--- config.mk ---
export PLATFORM = sky130hd
export DESIGN_NAME = cdb_writeback
export DESIGN_NICKNAME = d
export VERILOG_FILES = /design/src/rtl/tomasulo_pkg.sv /design/src/rtl/cdb_writeback_rr_arbiter.sv /design/src/rtl/cdb_writeback.sv
export SDC_FILE = /design/constraint.sdc
export NUM_CORES = 1
export LEC_CHECK = 0
export CORE_MARGIN = 1.5
export CORE_UTILIZATION = 30
export CTS_CLUSTER_DIAMETER = 30
export CTS_CLUSTER_SIZE = 30
export DETAILED_ROUTE_END_ITERATION = 7
export GPL_ROUTABILITY_DRIVEN = 0
export GPL_TIMING_DRIVEN = 0
export HOLD_SLACK_MARGIN = 0.1
export PLACE_DENSITY_LB_ADDON = 0.3
export SKIP_LAST_GASP = 1
export SYNTH_ARGS = -nofsm -noshare
export SYNTH_HDL_FRONTEND = slang
export SYNTH_SLANG_ARGS = --single-unit
--- constraint.sdc ---
create_clock -name clock -period 4.5 [get_ports clock]
set_input_delay 0.45 -clock clock [delete_from_list [all_inputs] [get_ports clock]]
set_output_delay 0.45 -clock clock [all_outputs]
set_load 0.01 [all_outputs]
--- src/rtl/tomasulo_pkg.sv ---
// Shared widths, tag encoding and CDB bundle
// for the Tomasulo write-back slice.
package tomasulo_pkg;

  localparam int TAG_W    = 3;
  localparam int DATA_W   = 16;
  localparam int ADDR_W   = 3;
  localparam int NUM_REGS = 8;

  localparam logic [TAG_W-1:0] TAG_NONE = '0;

  localparam int FU_ADD  = 0;
  localparam int FU_MUL  = 1;
  localparam int FU_LOAD = 2;

  typedef struct packed {
    logic              valid;
    logic [TAG_W-1:0]  tag;
    logic [DATA_W-1:0] data;
  } cdb_t;

endpackage

--- src/rtl/cdb_writeback_rr_arbiter.sv ---
// Combinational round-robin arbiter; search
// starts one past ptr and wraps.
module rr_arbiter #(
  parameter int N  = 3,
  parameter int PW = (N > 1) ? $clog2(N) : 1
) (
  input  logic [N-1:0]  req,
  input  logic [PW-1:0] ptr,
  output logic [N-1:0]  gnt,
  output logic [PW-1:0] idx
);

  always_comb begin
    int   j;
    logic found;
    gnt   = '0;
    idx   = '0;
    found = 1'b0;
    j     = 0;
    for (int i = 1; i <= N; i++) begin
      j = int'(ptr) + i;
      if (j >= N) j = j - N;
      if (j >= N) j = j - N;
      if (!found && req[j]) begin
        found  = 1'b1;
        gnt[j] = 1'b1;
        idx    = PW'(j);
      end
    end
  end

endmodule

--- src/rtl/cdb_writeback.sv ---
// CDB arbitration, register status (Qi) table and
// register bank write pulse for the Tomasulo core.
module cdb_writeback
  import tomasulo_pkg::*;
#(
  parameter int NUM_FU = 3,
  parameter int PW     = (NUM_FU > 1) ? $clog2(NUM_FU) : 1
) (
  input  logic                     clock,
  input  logic                     reset,
  input  logic [NUM_FU-1:0]        fu_valid,
  input  logic [NUM_FU*TAG_W-1:0]  fu_tag,
  input  logic [NUM_FU*DATA_W-1:0] fu_data,
  output logic [NUM_FU-1:0]        fu_ack,
  input  logic                     issue_valid,
  input  logic [ADDR_W-1:0]        issue_rd,
  input  logic [TAG_W-1:0]         issue_tag,
  output logic [8*TAG_W-1:0]       qi_flat,
  output logic [DATA_W-1:0]        data,
  output logic [ADDR_W-1:0]        address,
  output logic                     write,
  output logic                     cdb_valid,
  output logic [TAG_W-1:0]         cdb_tag,
  output logic [DATA_W-1:0]        cdb_data
);

  logic [PW-1:0]     rr_q, rr_d;
  logic [TAG_W-1:0]  qi_q [NUM_REGS];
  logic [TAG_W-1:0]  qi_d [NUM_REGS];
  cdb_t              cdb_q, cdb_d;
  logic              write_q, write_d;
  logic [ADDR_W-1:0] addr_q, addr_d;
  logic [DATA_W-1:0] data_q, data_d;

  logic [NUM_FU-1:0] gnt;
  logic [PW-1:0]     win_idx;
  logic              grant;
  logic [TAG_W-1:0]  win_tag;
  logic [DATA_W-1:0] win_data;
  logic              match;
  logic [ADDR_W-1:0] m_rd;

  rr_arbiter #(.N(NUM_FU), .PW(PW)) u_arb (
    .req (fu_valid),
    .ptr (rr_q),
    .gnt (gnt),
    .idx (win_idx)
  );

  assign grant  = |gnt;
  assign fu_ack = gnt;

  always_comb begin
    win_tag  = '0;
    win_data = '0;
    for (int i = 0; i < NUM_FU; i++) begin
      if (gnt[i]) begin
        win_tag  = fu_tag[i*TAG_W +: TAG_W];
        win_data = fu_data[i*DATA_W +: DATA_W];
      end
    end
  end

  // Tag 0 would alias every ready register, so it never matches.
  always_comb begin
    match = 1'b0;
    m_rd  = '0;
    for (int r = 1; r < NUM_REGS; r++) begin
      if (win_tag != TAG_NONE && qi_q[r] == win_tag) begin
        match = 1'b1;
        m_rd  = ADDR_W'(r);
      end
    end
  end

  always_comb begin
    rr_d       = rr_q;
    qi_d       = qi_q;
    cdb_d      = cdb_q;
    cdb_d.valid = 1'b0;
    write_d    = 1'b0;
    addr_d     = '0;
    data_d     = data_q;
    if (grant) begin
      cdb_d.valid = 1'b1;
      cdb_d.tag   = win_tag;
      cdb_d.data  = win_data;
      rr_d        = win_idx;
      if (match) begin
        write_d    = 1'b1;
        addr_d     = m_rd;
        data_d     = win_data;
        qi_d[m_rd] = TAG_NONE;
      end
    end
    // A rename in the same cycle overrides the clear.
    if (issue_valid && issue_rd != '0)
      qi_d[issue_rd] = issue_tag;
    qi_d[0] = TAG_NONE;
  end

  always_ff @(posedge clock or posedge reset) begin
    if (reset) begin
      rr_q    <= PW'(NUM_FU - 1);
      cdb_q   <= '0;
      write_q <= 1'b0;
      addr_q  <= '0;
      data_q  <= '0;
      for (int r = 0; r < NUM_REGS; r++)
        qi_q[r] <= TAG_NONE;
    end else begin
      rr_q    <= rr_d;
      cdb_q   <= cdb_d;
      write_q <= write_d;
      addr_q  <= addr_d;
      data_q  <= data_d;
      for (int r = 0; r < NUM_REGS; r++)
        qi_q[r] <= qi_d[r];
    end
  end

  for (genvar r = 0; r < NUM_REGS; r++) begin : g_qi
    assign qi_flat[r*TAG_W +: TAG_W] = qi_q[r];
  end

  assign cdb_valid = cdb_q.valid;
  assign cdb_tag   = cdb_q.tag;
  assign cdb_data  = cdb_q.data;
  assign write     = write_q;
  assign address   = addr_q;
  assign data      = data_q;

endmodule

==> results of run 1 <==
-- layer usage --
metal	share of wire [%]	GRT usage, %
met1	45	24.5
met2	48	28.1
met4	2.1	7.24
met5	0	0
met3	5.7	5.09
-- power breakdown --
group          switching [W]  internal [W]  total, W
registers           0.000233      0.000880   0.00111
logic                0.00186       0.00189   0.00376
clock network       0.000237      0.000498  0.000735
total                0.00233       0.00327   0.00561
-- how the worst min path moves through the flow --
stage               depth (start not counted)    startpoint      endpoint  slack [ns]
finish                                      1  cdb_data[10]  cdb_data[10]        0.47
global route                                1   cdb_data[9]   cdb_data[9]        0.49
CTS                                         1   cdb_data[4]   cdb_data[4]        0.48
detailed placement                          1   cdb_data[4]   cdb_data[4]        0.46
global placement                            1   cdb_data[8]   cdb_data[8]        0.46
floorplan                                   2       rr_q[1]       rr_q[1]        0.48
-- state kept, by name, indices dropped and copies added (netlist names) --
| name | count |
|---|---|
| data | 16 |
| qi_flat | 21 |
| address | 3 |
| rr_q | 2 |
| write | 1 |
| cdb_valid | 1 |
| cdb_tag | 3 |
| cdb_data | 16 |
-- logic make-up (layout without fill, tap and decap cells) --
family | count (synthesis) | count (layout) | synth area share, %
buffers and inverters | 38 | 188 | 5.04
multiplexers | 44 | 44 | 13.0
AND/OR/NAND/NOR | 127 | 127 | 17.2
AO/OA/AOI/OAI | 108 | 108 | 21.8
adder cells (fa/ha/maj) | 4 | 4 | 1.30
other | 1 | 3 | 0.0974
flip-flops | 63 | 63 | 41.0
XOR/XNOR | 3 | 3 | 0.683
-- worst max-delay path: stages, from the launching register on --
cell                              delay, ns
sky130_fd_sc_hd__dfstp_2               0.55
sky130_fd_sc_hd__inv_1                 0.06
sky130_fd_sc_hd__ha_1                  0.19
sky130_fd_sc_hd__buf_6                 0.14
sky130_fd_sc_hd__nor2b_1               0.14
sky130_fd_sc_hd__o21ai_1               0.22
sky130_fd_sc_hd__a41oi_2               0.24
sky130_fd_sc_hd__inv_2                 0.14
sky130_fd_sc_hd__buf_6                 0.15
sky130_fd_sc_hd__clkbuf_1              0.47
sky130_fd_sc_hd__clkbuf_1              0.47
sky130_fd_sc_hd__clkdlybuf4s50_1       0.65
-- final cells by class --
type | count | area (um^2) | area share (%)
Buffer | 23 | 138 | 2.40
Clock buffer | 12 | 246 | 4.30
Tap cell | 172 | 215 | 3.76
Timing Repair Buffer | 134 | 1340 | 23.4
Inverter | 15 | 56.3 | 0.983
Clock inverter | 4 | 70.1 | 1.22
Multi-Input combinational cell | 289 | 2090 | 36.4
Sequential cell | 63 | 1580 | 27.5
-- through the flow --
| step | hold slack, ns | total power [W] | setup WS (ns) |
|---|---|---|---|
| final | 0.473 | 0.00561 | 0.304 |
| after global routing | 0.494 | 0.00600 | 0.0611 |
| after CTS | 0.476 | 0.00551 | 0.133 |
| after detailed placement | 0.465 | 0.00474 | 0.0471 |
| after global placement | 0.461 | 0.00464 | 0.116 |
| after floorplan | 0.477 | 0.00348 | 0.758 |
-- placed cells by master, fill, tap and decap left out, drive strengths merged, types with 5 or more instances in the layout --
cell type,Yosys,layout
nand4,5,5
a21o,19,19
nand2,23,23
nand3,8,8
o21ai,5,5
mux2i,24,24
a41oi,5,5
mux2,20,20
inv,14,14
buf,10,15
dfrtp,62,62
clkbuf,13,25
a31oi,5,5
a221oi,18,18
nor2,55,55
clkdlybuf4s50,0,129
nor2b,6,6
a21oi,21,21
a22o,5,5
nor3,5,5
-- what timing repair did --
| item | 4_1_cts | 5_1_grt |
|---|---|---|
| buffers inserted | 0 | 4 |
| setup endpoints to repair | 0 | 9 |
| resized for setup | 0 | 0 |
==> flow_metrics.env, run 1 <==
export IMPL_final_fill_count=1187
export IMPL_firstDrtPassIters=7
export IMPL_syn_instance_count=388
export IMPL_r2r_end="data[7]"
export IMPL_clockBufferDepth=2
export IMPL_clk_insertion_delay_late_ns=0.33
export IMPL_yosys_most_used_dff="sky130_fd_sc_hd__dfrtp_1"
export IMPL_register_bit_count_reported_by_yosys=63
export IMPL_dieArea_mm2=0.0135
export IMPL_port_buffers=129
export IMPL_worstSetupPathType="reg -> out"
export IMPL_first_global_vias=3477
export IMPL_max_capacitance_violation_total=0
export IMPL_hp_class="reg -> reg"
export IMPL_place_hpwl_mm=9.42
export IMPL_rrSetupSlack_ns=0.35
export IMPL_worst_setup_path_endpoint="fu_ack[2]"
export IMPL_worstPathMaxFanout=10
export IMPL_synth_top_cells_by_count="sky130_fd_sc_hd__dfrtp_1 (62), sky130_fd_sc_hd__nor2_1 (55), sky130_fd_sc_hd__mux2i_1 (24)"
export IMPL_core_area_mm2=0.0126
export IMPL_place_inst=692
export IMPL_ant_nets=0
export IMPL_die_w_um=116
export IMPL_fp_dieH_um=116
export IMPL_via_per_inst=5.23
export IMPL_synth_top_cell_area_share_pct=40.3
export IMPL_final_period_minus_worst_setup_slack_ns=4.20
export IMPL_drt_wirelength_per_cell_um=17.6
export IMPL_yosysMostFrequentCell="sky130_fd_sc_hd__dfrtp_1"
export IMPL_antenna_cells=0
export IMPL_yosysUniqueCellTypes=70
export IMPL_placementRows=41
export IMPL_ys_warnings_count=0
export IMPL_power_leakage_nw=2.51
export IMPL_post_route_period_util_pct=93.2
export IMPL_area_growth_syn_to_layout_pct=48.8
export IMPL_grt_setup_unrepaired="false"
export IMPL_skew_ns=0.00775
export IMPL_drc=0
export IMPL_antenna_found_initial=0
export IMPL_grt_pass1_wl_mm=19.0
export IMPL_cts_root_buffer_cell="sky130_fd_sc_hd__clkbuf_16"
export IMPL_netlist_top_cell_by_area="sky130_fd_sc_hd__dfrtp_1"
export IMPL_grt_remaining_overflow=0
export IMPL_ff2ff_path_depth=14
export IMPL_startpoint_of_the_worst_register_to_register_path="rr_q[1]"
export IMPL_worst_ep_required_time_ns=4.05
export IMPL_aggregate_routed_wire_length_mm=12.5
export IMPL_ys_top_cells_by_area="sky130_fd_sc_hd__dfrtp_1 (40%), sky130_fd_sc_hd__mux2i_1 (6.2%), sky130_fd_sc_hd__nor2_1 (5.4%)"
export IMPL_h_tree_depth=3
export IMPL_vdd_drop_max_mv=0.465
export IMPL_cts_clk_slew_worst_paths_ns=0.05
export IMPL_crit_path_start_kind="flip-flop"
export IMPL_drive_above_1_share_pct=12.0
export IMPL_detailed_place_area_mm2=0.00538
export IMPL_timing_max_transition_violations_final=0
export IMPL_totalNegativeSetupSlack_ns=0
export IMPL_layout_cell_area_non_filler_mm2=0.00573
export IMPL_asyncSetResetFlopFracSynth_pct=100
export IMPL_synth_area_per_cell_um2=9.92
export IMPL_cts_inserted_buffers=9
export IMPL_yosysSeqAreaShare_pct=41.0
export IMPL_post_route_util_pct=45.6
export IMPL_tritoncts="done"
export IMPL_max_slew_margin_pct=33.0
export IMPL_worst_pin_slew_ns=0.992
export IMPL_synth_edff_count=0
export IMPL_finalSetupViolations=0
export IMPL_nets=608
export IMPL_hold_viol_final=0
export IMPL_wp_data_arrival_ns=3.75
export IMPL_grt_start_max_net_pins=40
export IMPL_worstSetupEndpointType="output pin"
export IMPL_drt_first_iter_violations=321
export IMPL_layout_cells_non_filler=712
export IMPL_crit_start="rr_q[1]"
export IMPL_outcome="finished clean"
export IMPL_initial_core_utilization_pct=30.6
export IMPL_floorplan_io_pins=136
export IMPL_max_freq_ghz=0.238
export IMPL_synthesized_cell_area_mm2=0.00385
export IMPL_vias=3727
export IMPL_count_of_hold_fix_buffers_inserted_at_cts=0
export IMPL_cts_sinks=63
export IMPL_power_per_cell_area_mw_per_mm2=978
export IMPL_grt_use_total_pct=18.3
(Power assumes the default switching activity.)
==> run 2: changes to the inputs <==
- CORE_UTILIZATION: 30 -> 45
- CTS_CLUSTER_DIAMETER: 30 -> 200
==> flow_metrics.env, run 2 (synthesis results as in run 1) <==
export IMPL_outcome="finished clean"
export IMPL_cts_sinks=63
export IMPL_vias=3807
export IMPL_skew_ns=0.0126
export IMPL_via_per_inst=5.91
export IMPL_clk_insertion_delay_late_ns=0.35
export IMPL_drt_wirelength_per_cell_um=18.5
export IMPL_initial_core_utilization_pct=46.6
export IMPL_grt_pass1_wl_mm=18.2
export IMPL_worstSetupEndpointType="flip-flop"
export IMPL_crit_path_start_kind="flip-flop"
export IMPL_post_route_period_util_pct=94.7
export IMPL_timing_max_transition_violations_final=0
export IMPL_largest_register_ffs=21
export IMPL_timing_critical_path_cells="inv_1 > ha_1 > buf_6 > nor2b_1 > o31ai_1 > o31ai_2 > buf_6 > a211oi_1 > o21ai_0 > a31oi_1 > nand3_1 > nand4_4 > nor3b_4 > buf_4 > buf_6 > mux2_4"
export IMPL_area_growth_syn_to_layout_pct=43.7
export IMPL_hp_class="in -> async"
export IMPL_worst_hold_slack_ns=0.454
export IMPL_internal_power_w=0.00306
export IMPL_detailed_place_area_mm2=0.00530
export IMPL_layout_cells_most_common="sky130_fd_sc_hd__clkdlybuf4s50_1"
export IMPL_nets=607
export IMPL_drive_above_1_share_pct=12.1
export IMPL_antenna_cells=0
export IMPL_register_area_mm2=0.00158
export IMPL_p_total_w=0.00537
export IMPL_power_frac_clock_pct=10.1
export IMPL_final_fill_count=657
export IMPL_worst_ep_required_time_ns=4.72
export IMPL_totalNegativeSetupSlack_ns=0
export IMPL_max_freq_ghz=0.235
export IMPL_multi_input_area_mm2=0.00209
export IMPL_hold_viol_final=0
export IMPL_power_share_switching_pct=43.0
export IMPL_dieArea_mm2=0.00912
export IMPL_max_capacitance_violation_total=0
export IMPL_core_area_mm2=0.00826
export IMPL_worst_pin_slew_ns=0.891
export IMPL_worstSetupPathType="reg -> reg"
export IMPL_most_common_layout_cells="sky130_fd_sc_hd__clkdlybuf4s50_1 (129), sky130_fd_sc_hd__dfrtp_1 (62), sky130_fd_sc_hd__nor2_1 (55)"
export IMPL_cts_inserted_buffers=9
export IMPL_timing_critical_path_mode_cell="sky130_fd_sc_hd__buf_6"
export IMPL_firstDrtPassIters=6
export IMPL_cts_root_buffer_cell="sky130_fd_sc_hd__clkbuf_8"
export IMPL_power_per_cell_area_mw_per_mm2=970
export IMPL_max_slew_margin_pct=39.8
export IMPL_place_hpwl_mm=8.88
export IMPL_tritoncts="done"
export IMPL_critical_path_max_stage_delay_ns=0.56
export IMPL_port_buffers=129
export IMPL_grt_start_max_net_pins=43
export IMPL_clockBufferDepth=2
export IMPL_ant_nets=0
export IMPL_final_period_minus_worst_setup_slack_ns=4.26
export IMPL_grt_remaining_overflow=0
export IMPL_wp_data_arrival_ns=4.49
export IMPL_grt_use_total_pct=26.0
export IMPL_worst_path_max_delay_cell="sky130_fd_sc_hd__a211oi_1"
export IMPL_aggregate_routed_wire_length_mm=11.9
export IMPL_drc=0
export IMPL_h_tree_depth=3
export IMPL_layout_cell_area_non_filler_mm2=0.00553
export IMPL_vdd_drop_max_mv=0.568
export IMPL_first_global_vias=3565
export IMPL_antenna_found_initial=0
export IMPL_power_sequential_fraction_pct=20.7
export IMPL_placementRows=33
export IMPL_drt_first_iter_violations=363
export IMPL_grt_setup_unrepaired="false"
export IMPL_power_leakage_nw=2.46
export IMPL_die_w_um=95.5
export IMPL_worstPathMaxFanout=10
export IMPL_post_route_util_pct=67.0
export IMPL_comb_power_share_pct=69.2
export IMPL_cts_clk_slew_worst_paths_ns=0.07
export IMPL_floorplan_io_pins=136
export IMPL_finalSetupViolations=0
export IMPL_switching_power_w=0.00231
export IMPL_fp_dieH_um=95.5
run 2: cell count changes in the layout (fill, tap and decap cells not counted), sizes merged:
cell / delta
inv: +1
buf: -1
clkinv: +1
clkbuf: -2
run 2: critical path, delay by kind of cell (launching register included):
family,cells,cell delay (ns)
AO/OA/AOI/OAI,5,1.64
adder cells (fa/ha/maj),1,0.38
buffers and inverters,5,0.75
flip-flops,1,0.42
multiplexers,1,0.30
AND/OR/NAND/NOR,4,0.65
run 2: per-stage QoR:
stage          cells  setup slack (ns)
4_1_cts          641             0.128
2_1_floorplan    390             0.758
6_report         644             0.238
5_1_grt          644            0.0280
3_3_place_gp     624             0.130
3_5_place_dp     625            0.0719
run 2: area by class of cell:
type	instances	share of cell area [%]
Multi-Input combinational cell	289	37.7
Sequential cell	63	28.5
Timing Repair Buffer	133	24.1
Buffer	23	2.49
Tap cell	105	2.37
Clock buffer	10	2.31
Clock inverter	6	1.51
Inverter	15	1.02
run 2: layer usage:
| metal | up-vias | track usage, % | part of all wire [%] | wire [um] |
|---|---|---|---|---|
| met4 | 0 | 7.97 | 2.1 | 250 |
| met1 | 1846 | 35.0 | 42 | 5000 |
| met2 | 193 | 42.8 | 49 | 5860 |
| li1 | 1739 | - | - | - |
| met3 | 29 | 4.07 | 6.6 | 790 |
| met5 | - | 0 | 0 | 0 |
run 2: path summary, 6_finish.rpt:
path	start	to	slack [ns]	cells after the start
worst min register to register	cdb_data[2]	cdb_data[2]	0.48	1
worst max register to register	rr_q[0]	data[3]	0.24	16
worst min-delay path	reset	qi_flat[14]	0.45	2
worst max-delay path	rr_q[0]	data[3]	0.24	16
max in group asynchronous	reset	rr_q[1]	3.40	3
min in group clock	cdb_data[2]	cdb_data[2]	0.48	1
run 2: power by group through the flow:
stage | Sequential (W) | Clock [W] | Combinational, W
floorplan | 0.00118 | 0 | 0.00229
global placement | 0.00110 | 0 | 0.00346
detailed placement | 0.00111 | 0 | 0.00358
CTS | 0.00110 | 0.000550 | 0.00361
global route | 0.00114 | 0.000575 | 0.00398
finish | 0.00111 | 0.000541 | 0.00372
run 2: repair_timing:
action                                 in CTS  in global routing
setup buffers                               0                  3
setup endpoints to repair                   0                  9
endpoints found under the hold margin       0                  0
hold buffers                                0                  0
gates resized for setup                     0                  0
==> run 3: changes to the inputs <==
- CORE_UTILIZATION: 45 -> 36
- CTS_CLUSTER_SIZE: 30 -> default
- PLACE_DENSITY: default -> 0.7
- PLACE_DENSITY_LB_ADDON: 0.3 -> default
==> flow_metrics.env, run 3 (synthesis results as in run 1) <==
export IMPL_outcome="finished clean"
export IMPL_tritoncts="done"
export IMPL_initial_core_utilization_pct=37.1
export IMPL_port_buffers=129
export IMPL_layout_cells_most_common="sky130_fd_sc_hd__clkdlybuf4s50_1"
export IMPL_totalNegativeSetupSlack_ns=0
export IMPL_max_capacitance_violation_total=0
export IMPL_vdd_drop_max_mv=0.456
export IMPL_die_w_um=106
export IMPL_antenna_found_initial=0
export IMPL_max_freq_ghz=0.238
export IMPL_worst_path_max_delay_cell="sky130_fd_sc_hd__dfrtp_1"
export IMPL_firstDrtPassIters=7
export IMPL_area_growth_syn_to_layout_pct=44.2
export IMPL_hold_path_cell_cnt=1
export IMPL_layout_cells_non_filler=675
export IMPL_worstSetupPathType="reg -> reg"
export IMPL_largest_register_ffs=21
export IMPL_first_global_vias=3581
export IMPL_hp_class="reg -> reg"
export IMPL_grt_start_max_net_pins=37
export IMPL_cts_inserted_buffers=9
export IMPL_worst_ep_required_time_ns=4.73
export IMPL_count_of_hold_fix_buffers_inserted_at_cts=0
export IMPL_clockBufferDepth=2
export IMPL_floorplan_io_pins=136
export IMPL_nets=607
export IMPL_hold_viol_final=0
export IMPL_worstSetupEndpointType="flip-flop"
export IMPL_grt_remaining_overflow=0
export IMPL_timing_critical_path_cells="inv_1 > ha_1 > buf_6 > nor2b_1 > o31ai_1 > o31ai_2 > buf_6 > a21o_1 > o22ai_2 > mux2_2 > nand3_1 > nand4_4 > nor3b_4 > buf_6 > mux2_4"
export IMPL_cts_sinks=63
export IMPL_dieArea_mm2=0.0113
export IMPL_final_fill_count=961
export IMPL_rrSetupSlack_ns=0.30
export IMPL_antenna_cells=0
export IMPL_clk_insertion_delay_late_ns=0.35
export IMPL_drt_wirelength_per_cell_um=18.0
export IMPL_worst_pin_slew_ns=0.959
export IMPL_cpLargestDelayFamily="compound AO/OA/AOI/OAI gates"
export IMPL_ff2ff_path_depth=15
export IMPL_aggregate_routed_wire_length_mm=12.2
export IMPL_wp_data_arrival_ns=4.43
export IMPL_via_per_inst=5.54
export IMPL_drive_above_1_share_pct=12.1
export IMPL_power_per_cell_area_mw_per_mm2=957
export IMPL_grt_pass1_wl_mm=19.0
export IMPL_worstPathMaxFanout=10
export IMPL_drc=0
export IMPL_max_slew_margin_pct=35.2
export IMPL_place_hpwl_mm=9.17
export IMPL_power_leakage_nw=2.45
export IMPL_post_cts_resize_count=0
export IMPL_cts_clk_slew_worst_paths_ns=0.07
export IMPL_most_common_layout_cells="sky130_fd_sc_hd__clkdlybuf4s50_1 (129), sky130_fd_sc_hd__dfrtp_1 (62), sky130_fd_sc_hd__nor2_1 (55)"
export IMPL_worst_hold_slack_ns=0.478
export IMPL_worst_path_buf_inv=4
export IMPL_h_tree_depth=3
export IMPL_vias=3742
export IMPL_grt_setup_unrepaired="false"
export IMPL_grt_use_total_pct=21.4
export IMPL_timing_critical_path_mode_cell="sky130_fd_sc_hd__buf_6"
export IMPL_cts_root_buffer_cell="sky130_fd_sc_hd__clkbuf_8"
export IMPL_ant_nets=0
export IMPL_crit_path_start_kind="flip-flop"
export IMPL_timing_max_transition_violations_final=0
export IMPL_final_period_minus_worst_setup_slack_ns=4.20
export IMPL_dp_worst_setup_slack_ns=0.0334
export IMPL_layout_setup_ws_ns=0.297
export IMPL_placementRows=37
export IMPL_finalSetupViolations=0
export IMPL_skew_ns=0.0126
export IMPL_core_area_mm2=0.0104
export IMPL_path_depth=15
export IMPL_critical_path_max_stage_delay_ns=0.40
export IMPL_post_route_period_util_pct=93.4
export IMPL_cts_post_setup_buffers_inserted=0
export IMPL_fp_dieH_um=106
export IMPL_place_inst=656
export IMPL_drt_first_iter_violations=314
-- run 3: cell count changes in the layout (fill, tap and decap cells not counted), sizes merged --
| cell | change |
|---|---|
| clkinvlp | +1 |
| clkinv | +1 |
| bufinv | -1 |
| inv | -1 |
-- run 3: layout make-up --
cell class	count	area (um^2)	share of cell area, %
inverter	15	56.3	1.01
clock inverter	6	61.3	1.10
sequential	63	1580	28.4
buffer	23	138	2.48
multi-input combinational	289	2090	37.6
timing repair buffer	133	1330	24.0
tap	136	170	3.07
clock buffer	10	128	2.30
-- run 3: metrics by stage --
step / utilization [%] / cell area, um^2 / total power [W]
3_3_place_gp: 51.3 / 5320 / 0.00462
5_1_grt: 53.5 / 5550 / 0.00565
3_5_place_dp: 51.5 / 5340 / 0.00470
4_1_cts: 53.3 / 5530 / 0.00522
6_report: 53.5 / 5550 / 0.00531
2_1_floorplan: - / 3860 / 0.00348
-- run 3: where the power goes --
part	internal [W]	leakage, nW	total (W)	switching [W]
Sequential	0.000878	0.779	0.00111	0.000231
Combinational	0.00187	1.57	0.00372	0.00185
Clock	0.000254	0.0960	0.000487	0.000233
Total	0.00300	2.45	0.00531	0.00231
-- run 3: layer usage --
layer  wire (um)  share of wire, %  global-route usage [%]
met1        5380                44                    28.6
met3         556               4.6                    3.68
met5           0                 0                       0
met2        5950                49                    34.9
met4         266               2.2                    7.43
-- run 3: final timing paths --
path	end	from
worst max register to register	data[3]	rr_q[0]
min in group asynchronous	cdb_data[2]	reset
max in group asynchronous	qi_flat[14]	reset
worst min register to register	cdb_data[7]	cdb_data[7]
worst max-delay path	data[3]	rr_q[0]
worst min-delay path	cdb_data[7]	cdb_data[7]
==> RTL change: new RTL, flow settings as in run 3 <==
Make the reset (`reset`) synchronous in one clocked block.
--- a/src/rtl/cdb_writeback.sv
+++ b/src/rtl/cdb_writeback.sv
@@ -99,7 +99,7 @@
     qi_d[0] = TAG_NONE;
   end
 
-  always_ff @(posedge clock or posedge reset) begin
+  always_ff @(posedge clock) begin
     if (reset) begin
       rr_q    <= PW'(NUM_FU - 1);
       cdb_q   <= '0;
Formal check against the unedited RTL: differs if reset is asserted again (counterexample within 4 cycles, from zero or initial values and one cycle with reset high); with reset held inactive, the same outputs for 4 cycles.
==> RTL change against run 3 <==
  * Wire length increased by 11%
  * Sequential share of layout area decreased by 7.2 points
  * Final cell count increased by 13%
  * Clock power increased by 57%
  * Power decreased by 28%
  * Fmax increased by 2.9%
  * Clock skew decreased by 0.0038 ns
  * Highest routed layer unchanged
  * Design area increased by 6.9%
  * Critical path depth decreased by 1
  * First-iteration DRC count increased by 8.9%
  * Sequential cell count unchanged
  * Worst setup slack improved by 0.12 ns
  * Synthesized area increased by 7.0%
==> RTL change: results <==
export IMPL_dp_slack_ns=0.0795
export IMPL_min_path_type="flip-flop to flip-flop"
export IMPL_fillers=1021
export IMPL_cp_max_fo=10
export IMPL_grt_pass1_vias=4249
export IMPL_yosysWarningCount=0
export IMPL_ys_async_sr_fraction=0
export IMPL_hpwl_mm=10.5
export IMPL_slew_headroom=0.507
export IMPL_drive_gt1_frac=0.129
export IMPL_vias_per_cell=5.50
export IMPL_synth_fa_ha_area_frac=0.0121
export IMPL_power_leakage_uw=0.00222
export IMPL_grt_pass1_wl_mm=20.7
export IMPL_fin_nets=694
export IMPL_clock_skew_ns=0.00881
export IMPL_cts_buffers=9
export IMPL_antennaDiodeCount=0
export IMPL_ir_drop_mv=0.313
export IMPL_critPathTopFamily="compound AO/OA/AOI/OAI gates"
export IMPL_detail_route_first_pass_iterations=5
export IMPL_clock_latency_ns=0.33
export IMPL_root_buffer="clkbuf_16"
export IMPL_cts_post_setup_buffers_inserted=0
export IMPL_htree_levels=3
export IMPL_synthDistinctLibCells=79
export IMPL_slowest_stage="o31ai_1"
export IMPL_drt_iter0_drc=342
export IMPL_synth_compound_area_share=0.299
export IMPL_critPathMaxStageDelay_ns=0.61
export IMPL_crit_arrival_ns=4.30
export IMPL_synth_xor_xnor_area_share=0.0446
export IMPL_cts_max_path_buffers=2
export IMPL_grtUsageTotal=0.221
export IMPL_ys_seq_area_frac=0.306
export IMPL_yosys_top_cells_area="dfxtp_1, a21oi_1, mux2i_1, nand2_1, nor2_1"
export IMPL_antenna_found_initial=0
export IMPL_yosys_top_cells_count="dfxtp_1, a21oi_1, nand2_1"
export IMPL_grt_max_degree=13
export IMPL_avgRoutedWirePerCell_um=17.7
export IMPL_io_buffers=130
export IMPL_largest_register_ffs=21
export IMPL_synthMuxAreaShare=0.0878
export IMPL_outcome="completed"
[RTL change: cell types whose count changed in the layout (fill, tap and decap cells not counted), moves of 10 or more]
cell	before	now
a21oi_1	20	49
a21o_1	19	0
a221o_1	0	11
nor2_1	55	35
nand2_1	22	38
o21ai_0	4	14
xnor2_1	2	13
a221oi_1	18	5
dfrtp_1	62	0
dfxtp_1	0	63
nor2b_1	6	21
[RTL change: worst min-delay path, stage by stage (launching register included)]
cell     delay (ns)
dfxtp_1        0.31
inv_1          0.05
a21oi_1        0.05
[RTL change: cell families (layout without fill, tap and decap cells)]
family | Yosys count | in the layout
AOI/OAI and AO/OA | 154 | 154
and+or+nand+nor | 147 | 147
DFF | 63 | 63
buffers and inverters | 55 | 200
muxes | 34 | 34
xor gates and xnor gates | 21 | 21
adders and majority gates | 4 | 4
other | 1 | 3
[RTL change: power breakdown]
group,leakage (µW),internal (µW),switching (µW)
logic,0.00155,1030,1230
clock network,0.000159,503,264
registers,0.000516,716,80.8
[RTL change: through the flow]
stage / std cells / instance area (µm²) / total power, µW / util / hold slack (ns)
finish: 766 / 5930 / 3820 / 0.540 / 0.443
global route: 766 / 5930 / 4060 / 0.540 / 0.465
CTS: 767 / 5940 / 3830 / 0.541 / 0.446
detailed placement: 751 / 5600 / 3050 / 0.510 / 0.437
global placement: 751 / 5600 / 3010 / 0.510 / 0.430
floorplan: 481 / 4130 / 2280 / - / 0.465
[RTL change: final cells by class]
cell class / instances / area share
repair buffers: 130 / 0.219
well taps: 140 / 0.0295
flip-flops and latches: 63 / 0.213
clock inverters: 6 / 0.0158
clock buffers: 10 / 0.0403
plain buffers: 31 / 0.0304
inverters: 23 / 0.0145
multi-input cells: 363 / 0.438
[RTL change: final timing paths]
path              slack [ns]          end  cells past startpoint        start
hold / removal          0.44  cdb_data[0]                      2  cdb_data[0]
hold reg to reg         0.44  cdb_data[0]                      2  cdb_data[0]
setup / recovery        0.42     data[13]                     14      rr_q[0]
setup reg to reg        0.42     data[13]                     14      rr_q[0]
[RTL change: repair_timing]
action	in CTS	in global routing
gates resized for setup	1	0
pin swaps	0	0
gates cloned	0	0
endpoints found under the setup margin	1	1
[RTL change: metal layers]
layer	vias to the layer above	part of all wire	GRT usage
met5	-	0	0
met4	0	0.018	0.0742
met3	23	0.067	0.0394
met2	161	0.49	0.375
met1	1999	0.43	0.282
li1	2031	-	-
